## config.mk

```make
export PLATFORM = sky130hd
export DESIGN_NAME = muldiv_ctrl
export DESIGN_NICKNAME = d
export VERILOG_FILES = /design/src/rtl/muldiv_pkg.sv /design/src/rtl/muldiv_step.sv /design/src/rtl/muldiv_ctrl.sv
export SDC_FILE = /design/constraint.sdc
export NUM_CORES = 1
export LEC_CHECK = 0
export ABC_AREA = 0
export BUFFER_PORTS_ARGS = -buffer_cell sky130_fd_sc_hd__buf_2
export CAP_MARGIN = 20
export CELL_PAD_IN_SITES_DETAIL_PLACEMENT = 0
export CELL_PAD_IN_SITES_GLOBAL_PLACEMENT = 2
export CORE_UTILIZATION = 36
export CTS_BUF_LIST = sky130_fd_sc_hd__clkbuf_8
export DETAILED_ROUTE_END_ITERATION = 7
export PLACE_DENSITY = 0.82
export SYNTH_ARGS = -nofsm -noshare
export SYNTH_HDL_FRONTEND = slang
export SYNTH_SLANG_ARGS = --single-unit
```

## constraint.sdc

```tcl
create_clock -name clk -period 8.1 [get_ports clk]
set_input_delay 1.62 -clock clk [delete_from_list [all_inputs] [get_ports clk]]
set_output_delay 1.62 -clock clk [all_outputs]
set_load 0.01 [all_outputs]
```

## src/rtl/muldiv_pkg.sv

```systemverilog
// Shared types and constants for the iterative multiply/divide sequencer.
// Optional divider datapath is enabled with the MULDIV_DIV_EN macro.
package muldiv_pkg;

  localparam int WIDTH = 32;
  localparam int CNT_W = 5;

  localparam logic [1:0] OP_MULT  = 2'b00;
  localparam logic [1:0] OP_MULTU = 2'b01;
  localparam logic [1:0] OP_DIV   = 2'b10;
  localparam logic [1:0] OP_DIVU  = 2'b11;

  localparam logic [CNT_W-1:0] LAST_STEP = 5'd31;

  typedef enum logic [1:0] {
    IDLE = 2'd0,
    CALC = 2'd1,
    DONE = 2'd2
  } muldiv_state_t;

  // Two's-complement magnitude; unsigned operands pass through untouched.
  function automatic logic [WIDTH-1:0] magnitude(input logic [WIDTH-1:0] v,
                                                 input logic             is_signed);
    return (is_signed && v[WIDTH-1]) ? (~v + 1'b1) : v;
  endfunction

endpackage

```

## src/rtl/muldiv_step.sv

```systemverilog
// One iteration of shift-add multiply or restoring divide over a single 33-bit adder.
// The divide path exists only when MULDIV_DIV_EN is defined.
module muldiv_step
  import muldiv_pkg::*;
(
`ifdef MULDIV_DIV_EN
  input  logic               div_i,
`endif
  input  logic [2*WIDTH-1:0] acc_i,
  input  logic [WIDTH-1:0]   opnd_i,
  output logic [2*WIDTH-1:0] acc_o
);

  logic [WIDTH:0] add_a;
  logic [WIDTH:0] add_b;
  logic [WIDTH:0] sum;
  logic           sub;

  // NOTE: every output of a combinational block gets a default first so no path infers a latch.
  always_comb begin
    add_a = {1'b0, acc_i[2*WIDTH-1:WIDTH]};
    add_b = acc_i[0] ? {1'b0, opnd_i} : '0;
    sub   = 1'b0;
`ifdef MULDIV_DIV_EN
    // Divide: trial value is {R, Q msb}, i.e. the remainder after the left shift.
    if (div_i) begin
      add_a = acc_i[2*WIDTH-1:WIDTH-1];
      add_b = {1'b0, opnd_i};
      sub   = 1'b1;
    end
`endif
    sum   = add_a + (add_b ^ {(WIDTH+1){sub}}) + {{WIDTH{1'b0}}, sub};
    acc_o = {sum, acc_i[WIDTH-1:1]};
`ifdef MULDIV_DIV_EN
    if (div_i) begin
      acc_o = sum[WIDTH] ? {add_a[WIDTH-1:0], acc_i[WIDTH-2:0], 1'b0}
                         : {sum[WIDTH-1:0],   acc_i[WIDTH-2:0], 1'b1};
    end
`endif
  end

endmodule

```

## src/rtl/muldiv_ctrl.sv

```systemverilog
// MULT/MULTU/DIV/DIVU sequencer owning HI/LO: sign fix-up, 32-step FSM, MTHI/MTLO.
// Without MULDIV_DIV_EN, DIV/DIVU complete in one edge and leave HI/LO unchanged.
module muldiv_ctrl
  import muldiv_pkg::*;
(
  input  logic             clk,
  input  logic             reset,
  input  logic             start,
  input  logic [1:0]       op,
  input  logic [WIDTH-1:0] a,
  input  logic [WIDTH-1:0] b,
  input  logic             flush,
  input  logic             wr_hi,
  input  logic             wr_lo,
  input  logic [WIDTH-1:0] wr_data,
  output logic             busy,
  output logic             done,
  output logic [WIDTH-1:0] hi,
  output logic [WIDTH-1:0] lo
);

  muldiv_state_t      state_q, state_d;
  logic [CNT_W-1:0]   cnt_q, cnt_d;
  logic [WIDTH-1:0]   opnd_q, opnd_d;
  logic [2*WIDTH-1:0] acc_q, acc_d;
  logic               neg_q, neg_d;
  logic [WIDTH-1:0]   hi_q, hi_d;
  logic [WIDTH-1:0]   lo_q, lo_d;
`ifdef MULDIV_DIV_EN
  logic               div_q, div_d;
  logic               rem_neg_q, rem_neg_d;
  logic [WIDTH-1:0]   a_raw_q, a_raw_d;
`endif

  logic               op_signed;
  logic               op_div;
  logic [WIDTH-1:0]   mag_a;
  logic [WIDTH-1:0]   mag_b;
  logic [2*WIDTH-1:0] step_acc;
  logic [2*WIDTH-1:0] result;

  assign op_signed = (op == OP_MULT) || (op == OP_DIV);
  assign op_div    = (op == OP_DIV)  || (op == OP_DIVU);
  assign mag_a     = magnitude(a, op_signed);
  assign mag_b     = magnitude(b, op_signed);

  muldiv_step u_step (
`ifdef MULDIV_DIV_EN
    .div_i  (div_q),
`endif
    .acc_i  (acc_q),
    .opnd_i (opnd_q),
    .acc_o  (step_acc)
  );

  // Post-fix is applied to the final step's output so HI/LO land on the CALC->DONE edge.
  always_comb begin
    result = neg_q ? (~step_acc + 1'b1) : step_acc;
`ifdef MULDIV_DIV_EN
    if (div_q) begin
      if (opnd_q == '0) begin
        result = {a_raw_q, {WIDTH{1'b1}}};
      end else begin
        result[WIDTH-1:0]       = neg_q ? (~step_acc[WIDTH-1:0] + 1'b1)
                                        : step_acc[WIDTH-1:0];
        result[2*WIDTH-1:WIDTH] = rem_neg_q ? (~step_acc[2*WIDTH-1:WIDTH] + 1'b1)
                                            : step_acc[2*WIDTH-1:WIDTH];
      end
    end
`endif
  end

  always_comb begin
    state_d = state_q;
    cnt_d   = cnt_q;
    opnd_d  = opnd_q;
    acc_d   = acc_q;
    neg_d   = neg_q;
    hi_d    = wr_hi ? wr_data : hi_q;
    lo_d    = wr_lo ? wr_data : lo_q;
`ifdef MULDIV_DIV_EN
    div_d     = div_q;
    rem_neg_d = rem_neg_q;
    a_raw_d   = a_raw_q;
`endif

    unique case (state_q)
      IDLE, DONE: begin
        state_d = IDLE;
        if (start) begin
`ifdef MULDIV_DIV_EN
          state_d   = CALC;
          div_d     = op_div;
          rem_neg_d = op_signed && a[WIDTH-1];
          a_raw_d   = a;
`else
          state_d   = op_div ? DONE : CALC;
`endif
          cnt_d  = '0;
          neg_d  = op_signed && (a[WIDTH-1] ^ b[WIDTH-1]);
          opnd_d = mag_a;
          acc_d  = {{WIDTH{1'b0}}, mag_b};
`ifdef MULDIV_DIV_EN
          if (op_div) begin
            opnd_d = mag_b;
            acc_d  = {{WIDTH{1'b0}}, mag_a};
          end
`endif
        end
      end
      CALC: begin
        acc_d = step_acc;
        cnt_d = cnt_q + 1'b1;
        if (flush) begin
          state_d = IDLE;
          cnt_d   = '0;
        end else if (cnt_q == LAST_STEP) begin
          state_d = DONE;
          cnt_d   = '0;
          hi_d    = result[2*WIDTH-1:WIDTH];
          lo_d    = result[WIDTH-1:0];
        end
      end
      default: state_d = IDLE;
    endcase
  end

  // NOTE: sequential state uses non-blocking assignments so all registers update together.
  always_ff @(posedge clk or posedge reset) begin
    if (reset) begin
      state_q   <= IDLE;
      cnt_q     <= '0;
      opnd_q    <= '0;
      acc_q     <= '0;
      neg_q     <= 1'b0;
      hi_q      <= '0;
      lo_q      <= '0;
`ifdef MULDIV_DIV_EN
      div_q     <= 1'b0;
      rem_neg_q <= 1'b0;
      a_raw_q   <= '0;
`endif
    end else begin
      state_q   <= state_d;
      cnt_q     <= cnt_d;
      opnd_q    <= opnd_d;
      acc_q     <= acc_d;
      neg_q     <= neg_d;
      hi_q      <= hi_d;
      lo_q      <= lo_d;
`ifdef MULDIV_DIV_EN
      div_q     <= div_d;
      rem_neg_q <= rem_neg_d;
      a_raw_q   <= a_raw_d;
`endif
    end
  end

  assign busy = (state_q == CALC);
  assign done = (state_q == DONE);
  assign hi   = hi_q;
  assign lo   = lo_q;

endmodule

```

==> results of run 1 <==
path summary, 6_finish.rpt:
kind                                     endpoint  slack [ns]  cells past startpoint
min reg2reg                opnd_q[19]$_DFFE_PP0P_        0.49                      2
max in group asynchronous   acc_q[54]$_DFFE_PP0P_        5.72                      3
max reg2reg                      hi[30]$_DFF_PP0_        3.13                     13
min                        opnd_q[19]$_DFFE_PP0P_        0.49                      2
min in group asynchronous         lo[8]$_DFF_PP0_        1.13                      2
max                              hi[30]$_DFF_PP0_        3.13                     13
logic make-up (layout without fill, tap and decap cells):
group,count (synthesis),in the layout
flops,168,168
mux,58,58
compound gates,454,454
fa+ha+maj,38,38
other cells,0,1
xor+xnor,136,136
simple gates,411,411
buf+inv,100,232
final cells by class:
class,instances,area (um^2),share of cell area
inverters,18,72.6,0.00539
clock buffers,17,234,0.0174
repair buffers,182,976,0.0725
clock inverters,15,149,0.0111
diodes,1,2.50,0.000186
flip-flops and latches,168,4200,0.312
multi-input cells,1097,7270,0.540
well taps,442,553,0.0411
registers in the layout, indices dropped and copies added, names as in the netlist:
name	count
state_q	2
lo	32
neg_q	1
acc_q	64
cnt_q	5
opnd_q	32
hi	32
report_power, final:
group	switching [W]	total [W]	leakage, nW	internal [W]
registers	0.000155	0.00113	2.08	0.000976
logic	0.000750	0.00121	3.52	0.000458
clock network	0.000361	0.000613	0.197	0.000251
total	0.00127	0.00295	5.80	0.00168
critical path, cell delays in order (launching register included):
cell and delay (ns):
dfrtp_1 0.71, and2_1 0.33, ha_1 0.22, fa_1 0.46
a211oi_1 0.34, o21ai_0 0.39, a311oi_1 0.59, a21oi_1 0.21
xnor2_1 0.22, nor4_1 0.41, nand4_2 0.32, o31ai_1 0.36
xor2_1 0.18, a21oi_1 0.08
per-layer routing:
| layer | wire, um | GRT usage | part of all wire | vias to the layer above |
|---|---|---|---|---|
| li1 | - | - | - | 5208 |
| met3 | 1270 | 0.0252 | 0.034 | 36 |
| met5 | 0 | 0 | 0 | - |
| met4 | 678 | 0.0637 | 0.018 | 0 |
| met1 | 18800 | 0.334 | 0.50 | 5067 |
| met2 | 16800 | 0.345 | 0.45 | 232 |
cells in the final DEF, fill, tap and decap left out, drive strengths merged, types with 6 or more instances in the layout:
cell and count:
a211oi 21, a21o 12, a21oi 80, a22o 19, a22oi 36, a31oi 8, and2 43, and3 12
buf 182, clkbuf 17, dfrtp 168, ha 37, inv 26, mux2i 56, nand2 155, nand2b 16
nand3 17, nand4 13, nor2 55, nor2b 17, nor3 26, nor4 11, o211ai 9, o21ai 187
o31ai 20, o41ai 8, or2 6, or3 13, or4 10, xnor2 90, xor2 46
through the flow:
| stage | worst slack, ns | area [um^2] | utilization | instances |
|---|---|---|---|---|
| final | 3.13 | 13500 | 0.415 | 1940 |
| after global routing | 2.64 | 13500 | 0.415 | 1940 |
| after CTS | 3.13 | 13400 | 0.413 | 1936 |
| after detailed placement | 3.19 | 13000 | 0.401 | 1904 |
| after global placement | 3.28 | 13000 | 0.401 | 1904 |
| after floorplan | 1.93 | 11800 | - | 1365 |
==> results.sh, run 1 <==
export IMPL_cts_resized=0
export IMPL_worst_setup_path_end_kind="flip-flop"
export IMPL_status="completed"
export IMPL_rsz0062_at_grt="no"
export IMPL_synth_simple_area_share=0.178
export IMPL_synth_xor_xnor_area_share=0.101
export IMPL_drtIter0Drc=909
export IMPL_power_total_w=0.00295
export IMPL_finClkSkew_ns=0.0172
export IMPL_cp_start_kind="flip-flop"
export IMPL_synth_adder_area_share=0.0408
export IMPL_r2r_start="acc_q[0]$_DFFE_PP0P_"
export IMPL_syn_num_nets=1507
export IMPL_clkLatencyLatePin_ns=0.49
export IMPL_finalSetupViolations=0
export IMPL_synth_compound_area_frac=0.244
export IMPL_ys_ff_latch=168
export IMPL_post_cts_setup_buffers=0
export IMPL_gp_congestion=0.887
export IMPL_ir_worst_vdd_v=0.000111
export IMPL_cts_sinks=168
export IMPL_synth_area_leaders="dfrtp_1 (35%), o21ai_0 (7.5%), xnor2_1 (6.7%), nand2_1 (4.9%), mux2i_1 (4.7%)"
export IMPL_final_setup_tns_ns=0
export IMPL_antenna_left=0
export IMPL_grt_pass1_vias=10000
export IMPL_io_buffers=169
export IMPL_yosysTopAreaCellShare=0.355
export IMPL_core_um2=32500
export IMPL_whs_ns=0.487
export IMPL_synth_most_common_cell="o21ai_0"
export IMPL_syn_area_per_cell_um2=8.68
export IMPL_timing_final_crit_share=0.613
export IMPL_io_pins=170
export IMPL_dieArea_um2=33600
export IMPL_grt_max_degree=123
export IMPL_async_flop_share=1.00
export IMPL_n_fill_cell=3342
export IMPL_via_count=10500
export IMPL_drc=0
export IMPL_leakage_nw=5.80
export IMPL_area_delta_synth_final_pct=13.6
export IMPL_finalHoldViolCount=0
export IMPL_die_w_um=183
export IMPL_drv_slew=0
export IMPL_synthTopCellsByCount="o21ai_0 (178), dfrtp_1 (168), nand2_1 (155), xnor2_1 (90), a21oi_1 (80)"
export IMPL_cts_tree="built"
export IMPL_ctsRootBufferMaster="clkbuf_8"
export IMPL_synth_edf_count=0
export IMPL_clk_path_buf_depth=2
export IMPL_wl_per_cell_um=19.4
export IMPL_first_pass_iters=6
export IMPL_fp_row_count=66
export IMPL_cp_max_fo=33
export IMPL_route_final_wire_length_um=37600
export IMPL_clk_pin_slew_ns=0.10
export IMPL_worstPathRequired_ns=8.46
export IMPL_tightest_slew_ns=1.10
export IMPL_critical_path_arrival_ns=5.32
export IMPL_syn_inst=1365
export IMPL_overflow=0
export IMPL_synthMuxAreaShare=0.0492
export IMPL_powerDensity_nw_per_um2=219
export IMPL_grt_pass1_wl_um=58600
export IMPL_syn_area_um2=11800
export IMPL_synth_top_family_by_area="compound AO/OA/AOI/OAI gates"
export IMPL_synth_cell_types=86
export IMPL_synth_largest_area_cell="dfrtp_1"
export IMPL_hpwl_um=28700
export IMPL_nets=1626
export IMPL_cap_violations=0
export IMPL_ys_flop_type="dfrtp_1"
export IMPL_cts_htree_levels=4
export IMPL_grt_usage=0.226
export IMPL_antenna_found_initial=1
export IMPL_min_from="opnd_q[19]$_DFFE_PP0P_"
export IMPL_hold_path_class="reg -> reg"
export IMPL_die_h_um=183
export IMPL_yosys_warnings=0
export IMPL_initial_utilization=0.365
export IMPL_seq_area_frac_synth=0.355
export IMPL_slew_headroom=0.269
export IMPL_post_drt_via_cell_ratio=5.43
export IMPL_cts_hold_buf=0
export IMPL_setup_worst_path_class="reg -> reg"
export IMPL_max_clock_freq_mhz=201
export IMPL_drive_above_1_share=0.171
export IMPL_min_period_ns=4.97
export IMPL_cts_made_buffers=17
export IMPL_cp_startpoint="acc_q[0]$_DFFE_PP0P_"
No activity file was read; power rests on OpenSTA's default activity.
==> run 2: changes to the inputs <==
--- a/config.mk
+++ b/config.mk
@@ -5,15 +5,15 @@
 export SDC_FILE = /design/constraint.sdc
 export NUM_CORES = 1
 export LEC_CHECK = 0
-export ABC_AREA = 0
+export ABC_AREA = 1
 export BUFFER_PORTS_ARGS = -buffer_cell sky130_fd_sc_hd__buf_2
 export CAP_MARGIN = 20
 export CELL_PAD_IN_SITES_DETAIL_PLACEMENT = 0
 export CELL_PAD_IN_SITES_GLOBAL_PLACEMENT = 2
-export CORE_UTILIZATION = 36
+export CORE_UTILIZATION = 33
 export CTS_BUF_LIST = sky130_fd_sc_hd__clkbuf_8
 export DETAILED_ROUTE_END_ITERATION = 7
-export PLACE_DENSITY = 0.82
+export PLACE_DENSITY = 0.83
 export SYNTH_ARGS = -nofsm -noshare
 export SYNTH_HDL_FRONTEND = slang
 export SYNTH_SLANG_ARGS = --single-unit
==> constraint.sdc (replaced) <==
create_clock -name clk -period 5 [get_ports clk]
set_input_delay 1 -clock clk [delete_from_list [all_inputs] [get_ports clk]]
set_output_delay 1 -clock clk [all_outputs]
set_load 0.01 [all_outputs]
==> run 2 against run 1 <==
  * Sequential share of layout area down 3.1 points
  * Register-to-register slack worse by 2.0 ns
  * Global-route usage up 1.3 points
  * Design area up 11%
  * Combinational power up 120%
  * Sequential cell count unchanged
  * Via count up 27%
  * Total power up 86%
  * Critical endpoint is now hi[18]$_DFF_PP0_
==> results.sh, run 2 <==
export IMPL_yosysTopAreaCellShare=0.318
export IMPL_synth_most_common_cell="nand2_1"
export IMPL_die_w_um=202
export IMPL_tightest_slew_ns=1.07
export IMPL_min_from="opnd_q[30]$_DFFE_PP0P_"
export IMPL_n_antenna_cell=0
export IMPL_switching_share=0.484
export IMPL_min_period_ns=3.89
export IMPL_io_buffers=169
export IMPL_fin_cells=2735
export IMPL_cp_startpoint="acc_q[0]$_DFFE_PP0P_"
export IMPL_reg2regPathDepth=18
export IMPL_layout_common_cells="nand2_1 (697), inv_1 (273), nor2_1 (207)"
export IMPL_top_layer_used="met4"
export IMPL_setup_worst_path_class="reg -> reg"
export IMPL_io_pins=170
export IMPL_ctsRootBufferMaster="clkbuf_8"
export IMPL_combPwrFrac=0.486
export IMPL_power_frac_seq=0.333
export IMPL_drc=0
export IMPL_worst_setup_path_end_kind="flip-flop"
export IMPL_initial_utilization=0.338
export IMPL_via_count=13400
export IMPL_gp_congestion=0.928
export IMPL_leakage_nw=7.83
export IMPL_cts_tree="built"
export IMPL_drv_slew=0
export IMPL_max_clock_freq_mhz=257
export IMPL_synth_simple_area_share=0.355
export IMPL_dr_wl_met2_um=20700
export IMPL_crit_chain="nand2_1 -> inv_1 -> ha_1 -> fa_1 -> nand3_1 -> nand3_1 -> nand2_1 -> nand2_1 -> nand2_1 -> nand2_1 -> nand2_1 -> nand2_1 -> nand2_1 -> nor2_2 -> inv_1 -> o21ai_2 -> xnor2_1 -> a21oi_1"
export IMPL_largest_register_ffs=64
export IMPL_clk_pin_slew_ns=0.10
export IMPL_cts_made_buffers=17
export IMPL_hold_path_class="reg -> reg"
export IMPL_overflow=0
export IMPL_synth_adder_area_share=0.0365
export IMPL_ys_flop_type="dfrtp_1"
export IMPL_status="completed"
export IMPL_first_pass_iters=7
export IMPL_synthTopCellsByCount="nand2_1 (698), inv_1 (274), nor2_1 (208), dfrtp_1 (168), o21ai_0 (128)"
export IMPL_seq_area_frac_synth=0.318
export IMPL_final_common_cell="nand2_1"
export IMPL_syn_inst=2072
export IMPL_rsz0062_at_grt="no"
export IMPL_ir_worst_vdd_v=0.000167
export IMPL_route_final_wire_length_um=47900
export IMPL_wl_met3_um=2420
export IMPL_wl_per_cell_um=17.5
export IMPL_antenna_left=0
export IMPL_synth_largest_area_cell="dfrtp_1"
export IMPL_nets=2346
export IMPL_top_register="acc_q"
export IMPL_synth_cell_types=49
export IMPL_synth_xor_xnor_area_share=0.0530
export IMPL_clkLatencyLatePin_ns=0.51
export IMPL_cap_violations=0
export IMPL_synth_compound_area_frac=0.136
export IMPL_synthMuxAreaShare=0.00151
export IMPL_yosys_warnings=0
export IMPL_p_switching_w=0.00265
export IMPL_syn_area_per_cell_um2=6.38
export IMPL_fin_util=0.382
export IMPL_post_drt_via_cell_ratio=4.91
export IMPL_clk_path_buf_depth=2
export IMPL_cts_resized=0
export IMPL_crit_family="simple AND/OR/NAND/NOR gates"
export IMPL_synth_edf_count=0
export IMPL_finClkSkew_ns=0.0171
export IMPL_cp_max_fo=33
export IMPL_grt_max_degree=109
export IMPL_critical_path_arrival_ns=4.26
export IMPL_whs_ns=0.491
export IMPL_pwr_share_clk=0.181
export IMPL_powerDensity_nw_per_um2=366
export IMPL_slew_headroom=0.288
export IMPL_post_cts_setup_buffers=0
export IMPL_fp_row_count=72
export IMPL_antenna_found_initial=1
export IMPL_synth_top_family_by_area="simple AND/OR/NAND/NOR gates"
export IMPL_cts_htree_levels=4
export IMPL_syn_area_um2=13200
export IMPL_core_um2=39100
export IMPL_finalHoldViolCount=0
export IMPL_cts_sinks=168
export IMPL_area_delta_synth_final_pct=13.0
export IMPL_p_int_w=0.00282
export IMPL_timing_final_crit_share=0.778
export IMPL_worstPathRequired_ns=5.37
export IMPL_r2r_start="acc_q[0]$_DFFE_PP0P_"
export IMPL_dp_cells=2703
export IMPL_power_total_w=0.00547
export IMPL_syn_num_nets=2214
export IMPL_ys_ff_latch=168
export IMPL_drtIter0Drc=1081
export IMPL_cp_slowest_cell="dfrtp_1"
export IMPL_critPathBufInv=2
export IMPL_path_depth=18
export IMPL_synth_area_leaders="dfrtp_1 (32%), nand2_1 (20%), inv_1 (7.8%), nor2_1 (5.9%), o21ai_0 (4.8%)"
export IMPL_cts_hold_buf=0
export IMPL_finalSetupViolations=0
export IMPL_cp_start_kind="flip-flop"
export IMPL_die_h_um=202
export IMPL_dieArea_um2=40900
export IMPL_async_flop_share=1.00
export IMPL_grt_usage=0.239
export IMPL_drive_above_1_share=0.128
export IMPL_hpwl_um=38000
export IMPL_wl_met1_um=23800
export IMPL_critical_path_max_stage_delay_ns=1.05
export IMPL_grt_pass1_wl_um=74800
export IMPL_hold_depth=2
export IMPL_grt_pass1_vias=12900
export IMPL_final_setup_tns_ns=0
export IMPL_cpMostUsedCell="nand2_1"
[run 2: power by group through the flow]
| stage | sequential, W | combinational, W | clock [W] |
|---|---|---|---|
| detailed placement | 0.00184 | 0.00267 | 0 |
| finish | 0.00182 | 0.00266 | 0.000990 |
| CTS | 0.00182 | 0.00268 | 0.00102 |
| global route | 0.00185 | 0.00300 | 0.00106 |
| floorplan | 0.00177 | 0.00179 | 0 |
| global placement | 0.00185 | 0.00266 | 0 |
[run 2: cell families after synthesis]
family	after synthesis
AND/OR/NAND/NOR	1125
buffers and inverters	353
AO/OA/AOI/OAI	306
flip-flops	168
XOR/XNOR	80
adder cells (fa/ha/maj)	38
multiplexers	2
[run 2: per-stage QoR]
step	cell area, um^2	setup slack [ns]
2_1_floorplan	13200	1.86
3_3_place_gp	14600	1.04
3_5_place_dp	14600	1.07
4_1_cts	14900	1.03
5_1_grt	14900	0.640
6_report	14900	1.11
[run 2: area by class of cell]
class	count	area, um^2
multi-input cells	1551	7700
flip-flops and latches	168	4200
inverters	286	1080
clock buffers	18	248
fillers	4310	24200
clock inverters	14	125
repair buffers	180	941
well taps	518	648
[run 2: metal layers]
layer	global-route usage	up-vias
met2	0.359	344
met1	0.352	6194
met5	0	-
met4	0.0655	0
li1	-	6848
met3	0.0361	46
[run 2: worst min-delay path, cell delays in order, from the launching register on]
cell and delay [ns]:
dfrtp_1 0.36, nand2_1 0.06, nand2_1 0.05
[run 2: worst paths after layout]
check                                         end  slack, ns
max                              hi[18]$_DFF_PP0_       1.11
max in group asynchronous   acc_q[14]$_DFFE_PP0P_       3.67
max reg2reg                      hi[18]$_DFF_PP0_       1.11
min                        opnd_q[30]$_DFFE_PP0P_       0.49
min reg2reg                opnd_q[30]$_DFFE_PP0P_       0.49
min in group asynchronous        lo[29]$_DFF_PP0_       0.65
